### config.mk
export PLATFORM = sky130hd
export DESIGN_NAME = uart_wb_bridge_flat
export DESIGN_NICKNAME = d
export VERILOG_FILES = /design/src/rtl/uart_wb_bridge_if.sv /design/src/rtl/uart_wb_bridge.sv /design/src/flat_wrapper.sv
export SDC_FILE = /design/constraint.sdc
export NUM_CORES = 1
export LEC_CHECK = 0
export BUFFER_PORTS_ARGS = -buffer_cell sky130_fd_sc_hd__clkbuf_2
export CORE_ASPECT_RATIO = 0.8
export CORE_MARGIN = 5
export CORE_UTILIZATION = 55
export CTS_BUF_LIST = sky130_fd_sc_hd__clkbuf_4 sky130_fd_sc_hd__clkbuf_8
export DETAILED_ROUTE_END_ITERATION = 8
export GPL_TIMING_DRIVEN = 0
export PLACE_DENSITY = 0.9
export SKIP_CTS_REPAIR_TIMING = 1
export SLEW_MARGIN = 20
export SYNTH_ARGS = -nofsm -noshare
export SYNTH_HDL_FRONTEND = slang
export SYNTH_SLANG_ARGS = --single-unit
### constraint.sdc
create_clock -name clk -period 2.55 [get_ports clk]
set_input_delay 0.1275 -clock clk [delete_from_list [all_inputs] [get_ports clk]]
set_output_delay 0.1275 -clock clk [all_outputs]
set_load 0.02 [all_outputs]
### src/rtl/uart_wb_bridge_if.sv
// uart_wb_bridge_if: serial pins plus classic Wishbone master bus of the UART bridge.
interface uart_wb_bridge_if;
    logic        uart_rx;
    logic        uart_tx;
    logic [29:0] wb_adr;
    logic [31:0] wb_dat_w;
    logic [31:0] wb_dat_r;
    logic [3:0]  wb_sel;
    logic        wb_cyc;
    logic        wb_stb;
    logic        wb_we;
    logic        wb_ack;
    modport master (
        input  uart_rx, wb_dat_r, wb_ack,
        output uart_tx, wb_adr, wb_dat_w, wb_sel, wb_cyc, wb_stb, wb_we
    );
    modport slave (
        output uart_rx, wb_dat_r, wb_ack,
        input  uart_tx, wb_adr, wb_dat_w, wb_sel, wb_cyc, wb_stb, wb_we
    );
endinterface

### src/rtl/uart_wb_bridge.sv
// uart_wb_bridge: 8N1 UART command frames to Wishbone word reads/writes, read data echoed on TX.
// Define UART_WB_BRIDGE_TIMEOUT_EN to abandon partial frames after TIMEOUT_CYCLES idle cycles.
module uart_wb_bridge #(
    parameter int CLKS_PER_BIT   = 5,
    parameter int TIMEOUT_CYCLES = 1000
) (
    input logic clk,
    input logic rst,
    uart_wb_bridge_if.master bus
);
    localparam int CW = $clog2(CLKS_PER_BIT);
    localparam logic [CW-1:0] BIT_LAST = CW'(CLKS_PER_BIT - 1);
    localparam logic [CW-1:0] HALF = CW'(CLKS_PER_BIT / 2 - 1);
    typedef enum logic [2:0] {IDLE, LEN, ADDR, WDATA, BUS_WR, BUS_RD, TX_DATA} state_t;
    state_t state_q, state_d;
    logic rx_s1_q, rx_s2_q, rx_prev_q, rx_busy_q, rx_busy_d, rx_full_q, rx_full_d, rx_good;
    logic [CW-1:0] rx_cnt_q, rx_cnt_d, tx_cnt_q, tx_cnt_d;
    logic [3:0] rx_bit_q, rx_bit_d, tx_bit_q, tx_bit_d;
    logic [7:0] rx_sh_q, rx_sh_d, rx_byte_q, rx_byte_d, len_q, len_d;
    logic [9:0] tx_sh_q, tx_sh_d;
    logic [2:0] cnt_q, cnt_d;
    logic [29:0] adr_q, adr_d;
    logic [31:0] dat_q, dat_d;
    logic wr_q, wr_d, cyc_q, cyc_d, consume, tx_load, frame, timeout;
    assign frame = state_q inside {LEN, ADDR, WDATA};
    assign consume = rx_full_q && (frame || state_q == IDLE);
`ifdef UART_WB_BRIDGE_TIMEOUT_EN
    localparam int TW = $clog2(TIMEOUT_CYCLES + 1);
    logic [TW-1:0] to_q, to_d;
    assign to_d = (frame && !consume) ? to_q + 1'b1 : '0;
    assign timeout = frame && !consume && to_q == TW'(TIMEOUT_CYCLES - 1);
    always_ff @(posedge clk) to_q <= rst ? '0 : to_d;
`else
    assign timeout = (TIMEOUT_CYCLES < 0);
`endif
    // Sync flops reset low so a line already low after reset cannot look like a start edge.
    always_comb begin
        rx_busy_d = rx_busy_q;
        rx_cnt_d = rx_cnt_q;
        rx_bit_d = rx_bit_q;
        rx_sh_d = rx_sh_q;
        rx_good = 1'b0;
        if (!rx_busy_q) begin
            if (rx_prev_q && !rx_s2_q) begin
                rx_busy_d = 1'b1;
                rx_cnt_d = HALF;
                rx_bit_d = 4'd0;
            end
        end else if (rx_cnt_q != '0) begin
            rx_cnt_d = rx_cnt_q - 1'b1;
        end else begin
            rx_cnt_d = BIT_LAST;
            rx_bit_d = rx_bit_q + 4'd1;
            if (rx_bit_q != 4'd0 && rx_bit_q != 4'd9) rx_sh_d = {rx_s2_q, rx_sh_q[7:1]};
            if (rx_bit_q == 4'd9) begin
                rx_busy_d = 1'b0;
                rx_good = rx_s2_q;
            end
        end
        rx_full_d = rx_good | (rx_full_q & ~consume);
        rx_byte_d = (rx_good && (!rx_full_q || consume)) ? rx_sh_q : rx_byte_q;
    end
    always_comb begin
        tx_sh_d = tx_sh_q;
        tx_bit_d = tx_bit_q;
        tx_cnt_d = tx_cnt_q;
        if (tx_load) begin
            tx_sh_d = {1'b1, dat_q[31:24], 1'b0};
            tx_bit_d = 4'd10;
            tx_cnt_d = BIT_LAST;
        end else if (tx_bit_q != 4'd0) begin
            tx_cnt_d = tx_cnt_q - 1'b1;
            if (tx_cnt_q == '0) begin
                tx_cnt_d = BIT_LAST;
                tx_sh_d = {1'b1, tx_sh_q[9:1]};
                tx_bit_d = tx_bit_q - 4'd1;
            end
        end
    end
    always_comb begin
        state_d = state_q;
        len_d = len_q;
        cnt_d = cnt_q;
        adr_d = adr_q;
        dat_d = dat_q;
        wr_d = wr_q;
        cyc_d = cyc_q;
        tx_load = 1'b0;
        case (state_q)
            IDLE: if (consume && (rx_byte_q == 8'h01 || rx_byte_q == 8'h02)) begin
                wr_d = rx_byte_q[0];
                state_d = LEN;
            end
            LEN: if (consume) begin
                len_d = rx_byte_q;
                cnt_d = '0;
                state_d = ADDR;
            end
            ADDR: if (consume) begin
                adr_d = {adr_q[21:0], rx_byte_q};
                cnt_d = cnt_q == 3'd3 ? 3'd0 : cnt_q + 3'd1;
                if (cnt_q == 3'd3) state_d = len_q == 8'd0 ? IDLE : wr_q ? WDATA : BUS_RD;
            end
            WDATA: if (consume) begin
                dat_d = {dat_q[23:0], rx_byte_q};
                cnt_d = cnt_q == 3'd3 ? 3'd0 : cnt_q + 3'd1;
                if (cnt_q == 3'd3) state_d = BUS_WR;
            end
            BUS_WR, BUS_RD: begin
                cyc_d = 1'b1;
                if (cyc_q && bus.wb_ack) begin
                    cyc_d = 1'b0;
                    adr_d = adr_q + 30'd1;
                    len_d = len_q - 8'd1;
                    dat_d = state_q == BUS_RD ? bus.wb_dat_r : dat_q;
                    state_d = state_q == BUS_RD ? TX_DATA : len_q == 8'd1 ? IDLE : WDATA;
                end
            end
            TX_DATA: if (tx_bit_q == 4'd0) begin
                if (cnt_q == 3'd4) begin
                    cnt_d = '0;
                    state_d = len_q == 8'd0 ? IDLE : BUS_RD;
                end else begin
                    tx_load = 1'b1;
                    cnt_d = cnt_q + 3'd1;
                    dat_d = {dat_q[23:0], 8'h00};
                end
            end
            default: state_d = IDLE;
        endcase
        if (timeout) begin
            state_d = IDLE;
            cnt_d = '0;
        end
    end
    always_ff @(posedge clk) begin
        if (rst) begin
            {rx_s1_q, rx_s2_q, rx_prev_q, rx_busy_q, rx_full_q} <= '0;
            rx_cnt_q <= '0;
            rx_bit_q <= '0;
            rx_sh_q <= '0;
            rx_byte_q <= '0;
            tx_sh_q <= '1;
            tx_bit_q <= '0;
            tx_cnt_q <= '0;
            state_q <= IDLE;
            len_q <= '0;
            cnt_q <= '0;
            adr_q <= '0;
            dat_q <= '0;
            wr_q <= 1'b0;
            cyc_q <= 1'b0;
        end else begin
            rx_s1_q <= bus.uart_rx;
            rx_s2_q <= rx_s1_q;
            rx_prev_q <= rx_s2_q;
            rx_busy_q <= rx_busy_d;
            rx_full_q <= rx_full_d;
            rx_cnt_q <= rx_cnt_d;
            rx_bit_q <= rx_bit_d;
            rx_sh_q <= rx_sh_d;
            rx_byte_q <= rx_byte_d;
            tx_sh_q <= tx_sh_d;
            tx_bit_q <= tx_bit_d;
            tx_cnt_q <= tx_cnt_d;
            state_q <= state_d;
            len_q <= len_d;
            cnt_q <= cnt_d;
            adr_q <= adr_d;
            dat_q <= dat_d;
            wr_q <= wr_d;
            cyc_q <= cyc_d;
        end
    end
    assign bus.uart_tx = tx_sh_q[0];
    assign bus.wb_adr = adr_q;
    assign bus.wb_dat_w = dat_q;
    assign bus.wb_sel = 4'hF;
    assign bus.wb_cyc = cyc_q;
    assign bus.wb_stb = cyc_q;
    assign bus.wb_we = cyc_q & wr_q;
endmodule

### src/flat_wrapper.sv
// flat-port wrapper written by rule: the top's interface ports become plain ports
module uart_wb_bridge_flat 
#(
    parameter int CLKS_PER_BIT   = 5,
    parameter int TIMEOUT_CYCLES = 1000
)
  (clk, rst, bus_uart_rx, bus_wb_dat_r, bus_wb_ack, bus_uart_tx, bus_wb_adr, bus_wb_dat_w, bus_wb_sel, bus_wb_cyc, bus_wb_stb, bus_wb_we);
  uart_wb_bridge_if bus_i ();
  input logic clk;
  input logic rst;
  input wire logic [$bits(bus_i.uart_rx)-1:0] bus_uart_rx;
  input wire logic [$bits(bus_i.wb_dat_r)-1:0] bus_wb_dat_r;
  input wire logic [$bits(bus_i.wb_ack)-1:0] bus_wb_ack;
  output wire logic [$bits(bus_i.uart_tx)-1:0] bus_uart_tx;
  output wire logic [$bits(bus_i.wb_adr)-1:0] bus_wb_adr;
  output wire logic [$bits(bus_i.wb_dat_w)-1:0] bus_wb_dat_w;
  output wire logic [$bits(bus_i.wb_sel)-1:0] bus_wb_sel;
  output wire logic [$bits(bus_i.wb_cyc)-1:0] bus_wb_cyc;
  output wire logic [$bits(bus_i.wb_stb)-1:0] bus_wb_stb;
  output wire logic [$bits(bus_i.wb_we)-1:0] bus_wb_we;
  assign bus_i.uart_rx = bus_uart_rx;
  assign bus_i.wb_dat_r = bus_wb_dat_r;
  assign bus_i.wb_ack = bus_wb_ack;
  assign bus_uart_tx = bus_i.uart_tx;
  assign bus_wb_adr = bus_i.wb_adr;
  assign bus_wb_dat_w = bus_i.wb_dat_w;
  assign bus_wb_sel = bus_i.wb_sel;
  assign bus_wb_cyc = bus_i.wb_cyc;
  assign bus_wb_stb = bus_i.wb_stb;
  assign bus_wb_we = bus_i.wb_we;
  uart_wb_bridge #(.CLKS_PER_BIT(CLKS_PER_BIT), .TIMEOUT_CYCLES(TIMEOUT_CYCLES)) u_core (.clk(clk), .rst(rst), .bus(bus_i));
endmodule
==> impl_metrics.yaml, run 1 <==
die:
  core_area_mm2: 0.0115
  initial_core_util_pct: 55.8
  die_area_mm2: 0.0139
  num_rows: 35
  io_pins: 106
  die_w_um: 131
  die_h_um: 106
sta:
  fmax_mhz: 371
  fin_crit_sh_pct: 106
  layout_setup_ws_ns: -0.148
  tightest_slew_ns: 0.860
  drv_slew: 0
  hold_viol_final: 0
  fin_skew_ns: 0.0141
  relSlewSlack_pct: 42.7
  finalCriticalPeriod_ns: 2.70
  setup_violations: 1
  tns_ns: -0.148
outcome:
  violations: "design-rule violations, negative setup slack"
  status: "finished, violations left"
power:
  power_mw: 4.77
  peakVddDrop_mv: 0.528
  powerDensity_mw_per_mm2: 613
  leakagePower_nw: 2.98
yosys:
  synth_area_leader_cell: "dfxtp_1"
  synthAdderAreaFrac_pct: 2.93
  syn_area_mm2: 0.00640
  synth-edff-count: 0
  synth_xor_xnor_area_share_pct: 0.547
  synth_top_family_by_area: "compound AO/OA/AOI/OAI gates"
  synth-simple-area-share_pct: 23.5
  synth_warnings: 0
  netlist_top_cells_area: "dfxtp_1, nand2_1, nor2_1"
  synthDistinctLibCells: 71
  muxShareOfSynthArea_pct: 3.15
  ys_seq_area_share_pct: 38.2
  synth_commonest_cells: "dfxtp_1, nand2_1, nor2_1, a21oi_1, clkbuf_1"
  netlist_instances: 776
  synth-compound-area-share_pct: 25.6
  synthArstFlopShare_pct: 0
  synth.avg_cell_area_um2: 8.25
  synthFlopType: "dfxtp_1"
  synth_top_area_share_pct: 38.2
  yosysMostFrequentCell: "dfxtp_1"
  ys_ff_latch: 122
setup_path:
  worstPathRequired_ns: 2.88
  critPathLaunchType: "flop"
  worst-path-buf-inv: 3
  critPathLaunch: "u_core.state_q[1]$_SDFFE_PP0P_"
  path_delay_family: "buffers and inverters"
  crit_top_cell: "clkbuf_1"
  critPathSlowestCell: "clkbuf_1"
  crit_path_cell_trace: "buf_2 > nand2b_1 > clkbuf_1 > clkbuf_1 > nand2_1 > a311oi_2"
  cpPeakStageDelay_ns: 0.63
  critPathArrivalTime_ns: 3.02
  regToRegStartpoint: "u_core.state_q[1]$_SDFFE_PP0P_"
  crit_type: "flop to flop"
  endpoint_kind: "flop"
  critical_path.max_fanout: 10
detailed_routing:
  via_per_inst: 6.58
  drtIter0Drc: 1464
  wl_per_cell_um: 20.6
  num_vias: 7131
  drc: 2
  dr.pass1.iters: 9
  wl_um: 22300
  final_antenna_net_count: 0
layout:
  drive_gt1_share_pct: 20.4
  syn_to_final_growth_pct: 21.5
  final_nets: 974
  postLayoutCoreUtil_pct: 67.8
  antennaDiodeCount: 0
place:
  hpwl_um: 14100
  dp_worst_setup_slack_ns: 0.202
  io_buffers: 100
  place_congestion: 0.973
grt:
  grt_util_met3_pct: 8.29
  antenna_found_initial: 0
  met1_usage_pct: 39.0
  grt_pass1_vias: 6164
  grt_busiest_layer: "met2"
  grt_max_degree: 17
  grt_usage_pct: 28.6
  grt_pass1_wl_um: 31500
  met2_usage_pct: 42.6
  globalRoute.totalOverflow: 0
clock_network:
  cts_num_sinks: 122
  numCtsBuffers: 17
  clockBufferDepth: 2
  cts_tree: "yes"
  root_buffer: "clkbuf_8"
  clk_latency_ns: 0.47
  htree_levels: 4
  path_clk_slew_ns: 0.08
flow_run:
  cap_violations: 0
hold_path:
  hp-start: "bus_wb_dat_r[3]"
  hp-class: "input port to flop"
-- cells in the final DEF, fill, tap and decap left out, types with 7 or more instances in the layout --
cell,Yosys,final
inv_1,18,18
clkbuf_8,0,17
a311oi_2,20,20
a311oi_1,13,13
and3_1,10,10
dlygate4sd3_1,0,25
a31oi_1,8,8
a21oi_1,50,50
a22oi_1,12,12
a211oi_1,11,11
and4_1,8,8
nor2_1,97,97
clkbuf_2,0,101
a211oi_2,8,8
a221oi_1,9,9
nor3_1,10,10
clkbuf_1,44,43
nand2b_1,8,8
mux2i_1,19,19
nor2b_1,8,8
nor4_1,7,7
ha_1,15,15
nand4_1,13,13
buf_4,12,12
nand2_1,111,111
o21ai_0,33,33
dfxtp_1,122,122
nand3_1,10,10
-- state kept, by name (all words and copies together) (netlist names), 3 cells and up --
signal	count
u_core.bus.wb_adr	30
u_core.bus.wb_dat_w	32
u_core.cnt_q	3
u_core.len_q	8
u_core.rx_bit_q	4
u_core.rx_byte_q	8
u_core.rx_cnt_q	3
u_core.rx_sh_q	8
u_core.state_q	3
u_core.tx_bit_q	4
u_core.tx_cnt_q	3
u_core.tx_sh_q	9
-- worst register-to-register path: stages, from the launching register on --
cell	delay, ns
dfxtp_1	0.31
buf_2	0.18
nand2b_1	0.18
clkbuf_1	0.55
clkbuf_1	0.63
nand2_1	0.23
a311oi_2	0.49
-- power breakdown --
| part | switching, mW | internal [mW] |
|---|---|---|
| Combinational | 0.446 | 0.321 |
| Sequential | 0.0712 | 2.02 |
| Clock | 0.814 | 1.09 |
-- metal layers --
metal / wire length [um] / vias up
li1: - / 3119
met1: 8240 / 3227
met2: 9780 / 623
met3: 2990 / 162
met4: 1280 / 0
met5: 0 / -
-- kinds of logic (layout without fill, tap and decap cells) --
| group | Yosys count | count (layout) |
|---|---|---|
| AND/OR/NAND/NOR | 315 | 315 |
| AO/OA/AOI/OAI | 214 | 214 |
| flip-flops | 122 | 122 |
| buffers and inverters | 85 | 242 |
| multiplexers | 20 | 20 |
| adder cells (fa/ha/maj) | 15 | 15 |
| XOR/XNOR | 4 | 4 |
| other | 1 | 4 |
-- metrics by stage --
step | area [um2] | std cells | hold WS [ns]
after floorplan | 6410 | 779 | 0.256
after global placement | 7100 | 1027 | 0.339
after detailed placement | 7100 | 1027 | 0.344
after CTS | 7530 | 1059 | -0.129
after global routing | 7780 | 1084 | 0.0862
final | 7780 | 1084 | 0.0821
-- layout make-up --
class | count | area, um2
Buffer | 67 | 320
Timing Repair Buffer | 125 | 751
Inverter | 18 | 67.6
Clock inverter | 12 | 174
Clock buffer | 20 | 256
Fill cell | 920 | 3690
Multi-Input combinational cell | 572 | 3580
Sequential cell | 122 | 2440
Tap cell | 148 | 185
-- path summary, 6_finish.rpt --
| check | to | slack (ns) | depth (start not counted) |
|---|---|---|---|
| worst max-delay path | u_core.bus.wb_dat_w[26]$_SDFFE_PP0P_ | -0.15 | 6 |
| worst min-delay path | u_core.bus.wb_dat_w[3]$_SDFFE_PP0P_ | 0.08 | 3 |
| worst max register to register | u_core.bus.wb_dat_w[26]$_SDFFE_PP0P_ | -0.15 | 6 |
| worst min register to register | u_core.rx_s2_q$_SDFF_PP0_ | 0.44 | 1 |
(Power assumes the default switching activity.)
==> run 2, diff against run 1 <==
--- a/config.mk
+++ b/config.mk
@@ -5,14 +5,15 @@
 export SDC_FILE = /design/constraint.sdc
 export NUM_CORES = 1
 export LEC_CHECK = 0
+export ABC_AREA = 1
 export BUFFER_PORTS_ARGS = -buffer_cell sky130_fd_sc_hd__clkbuf_2
 export CORE_ASPECT_RATIO = 0.8
 export CORE_MARGIN = 5
-export CORE_UTILIZATION = 55
+export CORE_UTILIZATION = 54
 export CTS_BUF_LIST = sky130_fd_sc_hd__clkbuf_4 sky130_fd_sc_hd__clkbuf_8
 export DETAILED_ROUTE_END_ITERATION = 8
 export GPL_TIMING_DRIVEN = 0
-export PLACE_DENSITY = 0.9
+export PLACE_DENSITY = 0.91
 export SKIP_CTS_REPAIR_TIMING = 1
 export SLEW_MARGIN = 20
 export SYNTH_ARGS = -nofsm -noshare
==> constraint.sdc (replaced) <==
create_clock -name clk -period 2.4 [get_ports clk]
set_input_delay 0.12 -clock clk [delete_from_list [all_inputs] [get_ports clk]]
set_output_delay 0.12 -clock clk [all_outputs]
set_load 0.02 [all_outputs]
==> impl_metrics.yaml, run 2 <==
setup_path:
  worst-path-buf-inv: 1
  critPathSlowestCell: "nor3_1"
  crit_top_cell: "nand2_1"
  endpoint_kind: "flop"
  reg2reg_depth: 8
  crit_type: "flop to flop"
  critPathLaunchType: "flop"
  worstPathRequired_ns: 2.72
  cp.depth: 8
  crit_path_cell_trace: "nor2_1 > ha_1 > nand2_1 > nor3_1 > nand2_1 > clkbuf_1 > o21ai_0 > a21oi_1"
  r2r-end: "u_core.rx_byte_q[6]$_SDFFE_PP0P_"
  cpPeakStageDelay_ns: 0.43
  regToRegStartpoint: "u_core.rx_cnt_q[0]$_SDFFE_PP0P_"
  rrSetupSlack_ns: 0.15
  critical_path.max_fanout: 10
  path_delay_family: "simple AND/OR/NAND/NOR gates"
  critPathArrivalTime_ns: 2.57
yosys:
  synth.avg_cell_area_um2: 6.44
  synth_area_leader_cell: "dfxtp_1"
  synth-edff-count: 0
  synth_commonest_cells: "nand2_1, nor2_1, dfxtp_1, a21oi_1, inv_1"
  netlist_instances: 1082
  synth_top_area_share_pct: 35.0
  netlist_top_cells_area: "dfxtp_1, nand2_1, a21oi_1"
  synthFlopType: "dfxtp_1"
  ys_ff_latch: 122
  ys_seq_area_share_pct: 35.0
  syn_area_mm2: 0.00697
  synthDistinctLibCells: 39
  synthArstFlopShare_pct: 0
  yosysMostFrequentCell: "nand2_1"
  synth_warnings: 0
place:
  place_inst: 1361
  place_congestion: 0.981
  hpwl_um: 14800
  io_buffers: 101
layout:
  final_nets: 1257
  regArea_mm2: 0.00244
  largest_register_ffs: 32
  layout.cells.non_filler: 1394
  layout_common_cells: "nand2_1, nor2_1, dfxtp_1, a21oi_1, clkbuf_2"
  final_common_cell: "nand2_1"
  fillers: 1136
  syn_to_final_growth_pct: 17.0
  drive_gt1_share_pct: 15.8
  antennaDiodeCount: 0
  multi_input_area_mm2: 0.00387
sta:
  finalCriticalPeriod_ns: 2.25
  holdWs_ns: 0.0388
  fin_crit_sh_pct: 93.8
  fin_skew_ns: 0.0140
  rsz0062_at_grt: "no"
  tns_ns: 0
  drv_slew: 0
  fmax_mhz: 444
  setup_violations: 0
  hold_viol_final: 0
  tightest_slew_ns: 0.830
  relSlewSlack_pct: 44.7
hold_path:
  whs_path_depth: 5
  hp-start: "bus_wb_dat_r[2]"
  hp-class: "input port to flop"
  min_to: "u_core.bus.wb_dat_w[2]$_SDFFE_PP0P_"
clock_network:
  htree_levels: 4
  root_buffer: "clkbuf_8"
  clk_latency_ns: 0.45
  path_clk_slew_ns: 0.08
  clockBufferDepth: 2
  numCtsBuffers: 17
  cts_num_sinks: 122
  cts_tree: "yes"
flow_run:
  cap_violations: 0
die:
  num_rows: 37
  core_area_mm2: 0.0128
  die_w_um: 137
  die_area_mm2: 0.0153
  initial_core_util_pct: 54.6
  io_pins: 106
  die_h_um: 112
outcome:
  status: "completed"
grt:
  grt_usage_pct: 26.8
  antenna_found_initial: 0
  grt_pass1_vias: 6906
  grt_pass1_wl_um: 33400
  grt_max_degree: 17
  globalRoute.totalOverflow: 0
detailed_routing:
  dr.pass1.iters: 6
  wl_per_cell_um: 14.9
  drc: 0
  wl_um: 20800
  num_vias: 7810
  drtIter0Drc: 1146
  final_antenna_net_count: 0
  via_per_inst: 5.60
power:
  leakagePower_nw: 3.36
  powerDensity_mw_per_mm2: 594
  peakVddDrop_mv: 0.541
## run 2: cell types whose count changed after synthesis, moves of 27 or more
cell	previous run	this run
o21ai_0	33	60
inv_1	18	87
nand3_1	10	71
clkbuf_1	44	17
a21oi_1	50	110
nor2_1	97	136
nand2_1	111	320
## run 2: cell type report
cell class / count / area share (%)
plain buffers: 54 / 3.94
clock buffers: 18 / 2.96
clock inverters: 14 / 2.42
inverters: 92 / 4.23
multi-input cells: 817 / 47.5
flip-flops and latches: 122 / 29.9
well taps: 175 / 2.68
repair buffers: 102 / 6.32
## run 2: through the flow
step,worst slack (ns),cell area (um2),power (mW),utilization [%]
3_3_place_gp,0.384,7710,2.78,60.3
2_1_floorplan,0.737,6980,2.66,-
6_report,0.148,8160,4.85,63.8
5_1_grt,0.0359,8160,5.08,63.8
3_5_place_dp,0.360,7710,2.83,60.3
4_1_cts,0.221,8150,4.84,63.8
## run 2: cells by family after synthesis
kind of cell	synth area share, %
other	0.0538
AO/OA/AOI/OAI	16.3
flip-flops	35.0
adder cells (fa/ha/maj)	2.69
AND/OR/NAND/NOR	35.8
XOR/XNOR	0.628
buffers and inverters	9.57
## run 2: metal layers
layer	track usage [%]	up-vias	wire length, um
met5	0	-	0
met4	11.4	0	784
met3	6.64	81	1980
met2	40.2	453	9240
met1	36.8	3515	8830
li1	-	3761	-
## run 2: worst max-delay path by stage
stage	start	end	slack, ns
CTS	u_core.rx_cnt_q[0]$_SDFFE_PP0P_	u_core.rx_byte_q[6]$_SDFFE_PP0P_	0.22
global route	u_core.rx_cnt_q[0]$_SDFFE_PP0P_	u_core.rx_byte_q[6]$_SDFFE_PP0P_	0.04
global placement	u_core.rx_cnt_q[0]$_SDFFE_PP0P_	u_core.rx_byte_q[5]$_SDFFE_PP0P_	0.38
detailed placement	u_core.rx_cnt_q[0]$_SDFFE_PP0P_	u_core.rx_byte_q[5]$_SDFFE_PP0P_	0.36
floorplan	u_core.bus.wb_adr[0]$_SDFFE_PP0P_	u_core.bus.wb_adr[18]$_SDFFE_PP0P_	0.74
finish	u_core.rx_cnt_q[0]$_SDFFE_PP0P_	u_core.rx_byte_q[6]$_SDFFE_PP0P_	0.15
## run 2: power breakdown
part	total [mW]	internal (mW)	switching [mW]
sequential	2.16	2.11	0.0419
combinational	0.641	0.234	0.406
clock	2.05	1.15	0.902
total	4.85	3.50	1.35
## run 2: worst reg2reg max path: stages (launching register included)
cell and delay (ns):
dfxtp_1 0.33, nor2_1 0.14, ha_1 0.19, nand2_1 0.16, nor3_1 0.43, nand2_1 0.29, clkbuf_1 0.28, o21ai_0 0.25
a21oi_1 0.07
==> run 3, diff against run 2 <==
--- a/config.mk
+++ b/config.mk
@@ -13,6 +13,7 @@
 export CTS_BUF_LIST = sky130_fd_sc_hd__clkbuf_4 sky130_fd_sc_hd__clkbuf_8
 export DETAILED_ROUTE_END_ITERATION = 8
 export GPL_TIMING_DRIVEN = 0
+export HOLD_SLACK_MARGIN = 0.1
 export PLACE_DENSITY = 0.91
 export SKIP_CTS_REPAIR_TIMING = 1
 export SLEW_MARGIN = 20
==> impl_metrics.yaml, run 3 (same netlist as run 2, synthesis figures left out) <==
place:
  place_congestion: 0.981
  hpwl_um: 14800
  io_buffers: 101
setup_path:
  crit_type: "flop to flop"
  endpoint_kind: "flop"
  critPathLaunchType: "flop"
  crit_top_cell: "nand2_1"
  regToRegStartpoint: "u_core.rx_cnt_q[0]$_SDFFE_PP0P_"
  r2r-end: "u_core.rx_byte_q[6]$_SDFFE_PP0P_"
  crit_path_cell_trace: "nor2_1 > ha_1 > nand2_1 > nor3_1 > nand2_1 > clkbuf_1 > o21ai_0 > a21oi_1"
  critical_path.max_fanout: 10
  critPathSlowestCell: "nor3_1"
  reg2reg_depth: 8
  critPathLaunch: "u_core.rx_cnt_q[0]$_SDFFE_PP0P_"
  critPathArrivalTime_ns: 2.59
  worstPathRequired_ns: 2.73
  rrSetupSlack_ns: 0.13
  worstSetupEndpoint: "u_core.rx_byte_q[6]$_SDFFE_PP0P_"
  cpPeakStageDelay_ns: 0.44
sta:
  finalCriticalPeriod_ns: 2.27
  tns_ns: 0
  relSlewSlack_pct: 47.2
  fmax_mhz: 441
  tightest_slew_ns: 0.792
  hold_viol_final: 0
  setup_violations: 0
  fin_crit_sh_pct: 94.5
  fin_skew_ns: 0.0145
  drv_slew: 0
  rsz0062_at_grt: "no"
hold_path:
  hp-class: "input port to flop"
  hp-start: "bus_wb_dat_r[12]"
outcome:
  status: "completed"
detailed_routing:
  via_per_inst: 5.58
  drc: 0
  dr.pass1.iters: 6
  final_antenna_net_count: 0
  wl_um: 20900
  num_vias: 7800
  wl_per_cell_um: 15.0
  drtIter0Drc: 1096
layout:
  syn_to_final_growth_pct: 17.6
  postLayoutCoreUtil_pct: 64.1
  layout_common_cells: "nand2_1, nor2_1, dfxtp_1, a21oi_1, clkbuf_2"
  final_nets: 1261
  final_common_cell: "nand2_1"
  fillers: 1124
  drive_gt1_share_pct: 15.8
  largest_register_ffs: 32
  antennaDiodeCount: 0
clock_network:
  htree_levels: 4
  path_clk_slew_ns: 0.08
  cts_num_sinks: 122
  numCtsBuffers: 17
  clockBufferDepth: 2
  clk_latency_ns: 0.45
  cts_tree: "yes"
  root_buffer: "clkbuf_8"
die:
  core_area_mm2: 0.0128
  die_area_mm2: 0.0153
  initial_core_util_pct: 54.6
  die_w_um: 137
  io_pins: 106
  die_h_um: 112
  num_rows: 37
power:
  leakagePower_nw: 3.38
  powerDensity_mw_per_mm2: 592
  peakVddDrop_mv: 0.541
  power.clock.fraction_pct: 42.3
  pwr-share-comb_pct: 13.3
  switching_share_pct: 27.9
  intPower_mw: 3.50
  pwr-share-seq_pct: 44.4
  p_sw_mw: 1.35
grt:
  grt_usage_pct: 26.8
  grt_max_degree: 17
  antenna_found_initial: 0
  grt_pass1_wl_um: 33400
  grt_pass1_vias: 6906
  globalRoute.totalOverflow: 0
flow_run:
  cap_violations: 0
run 3: routing by layer:
layer	vias to the layer above	wire (um)	GRT usage, %
met2	448	9290	40.2
met5	-	0	0
li1	3767	-	-
met1	3510	8770	36.8
met3	75	2150	6.64
met4	0	736	11.4
run 3: how the worst min path moves through the flow:
stage,slack (ns),cells after the start,endpoint
floorplan,0.23,2,u_core.rx_s1_q$_SDFF_PP0_
finish,0.07,6,u_core.bus.wb_dat_w[12]$_SDFFE_PP0P_
global route,0.11,4,u_core.bus.wb_cyc$_SDFFE_PP0N_
detailed placement,0.32,3,u_core.rx_s1_q$_SDFF_PP0_
CTS,-0.15,3,u_core.rx_s1_q$_SDFF_PP0_
global placement,0.31,3,u_core.rx_s1_q$_SDFF_PP0_
run 3: power groups by stage:
stage	logic [mW]	registers, mW	clock network, mW
global route	0.752	2.17	2.16
CTS	0.632	2.16	2.05
floorplan	0.465	2.20	0
global placement	0.586	2.20	0
detailed placement	0.626	2.20	0
finish	0.645	2.16	2.05
run 3: layout make-up:
| type | count | area (um2) | share of cell area (%) |
|---|---|---|---|
| inverter | 92 | 345 | 4.21 |
| clock buffer | 18 | 241 | 2.95 |
| sequential | 122 | 2440 | 29.8 |
| tap | 175 | 219 | 2.67 |
| timing repair buffer | 106 | 556 | 6.78 |
| clock inverter | 14 | 198 | 2.41 |
| buffer | 54 | 322 | 3.92 |
| multi-input combinational | 817 | 3870 | 47.3 |
run 3: metrics by stage:
step | instance area, um2 | std cells | power (mW) | hold WS, ns | worst slack [ns]
floorplan | 6980 | 1085 | 2.66 | 0.227 | 0.737
global placement | 7710 | 1361 | 2.78 | 0.314 | 0.384
detailed placement | 7710 | 1361 | 2.83 | 0.324 | 0.360
global route | 8200 | 1398 | 5.08 | 0.106 | 0.0359
CTS | 8150 | 1393 | 4.84 | -0.145 | 0.221
finish | 8200 | 1398 | 4.85 | 0.0676 | 0.133
run 3: critical path: cells and delay by family (launching register included):
family / cells / cell delay (ns)
adder cells (fa/ha/maj): 1 / 0.19
AO/OA/AOI/OAI: 2 / 0.32
flip-flops: 1 / 0.33
AND/OR/NAND/NOR: 4 / 1.03
buffers and inverters: 1 / 0.28
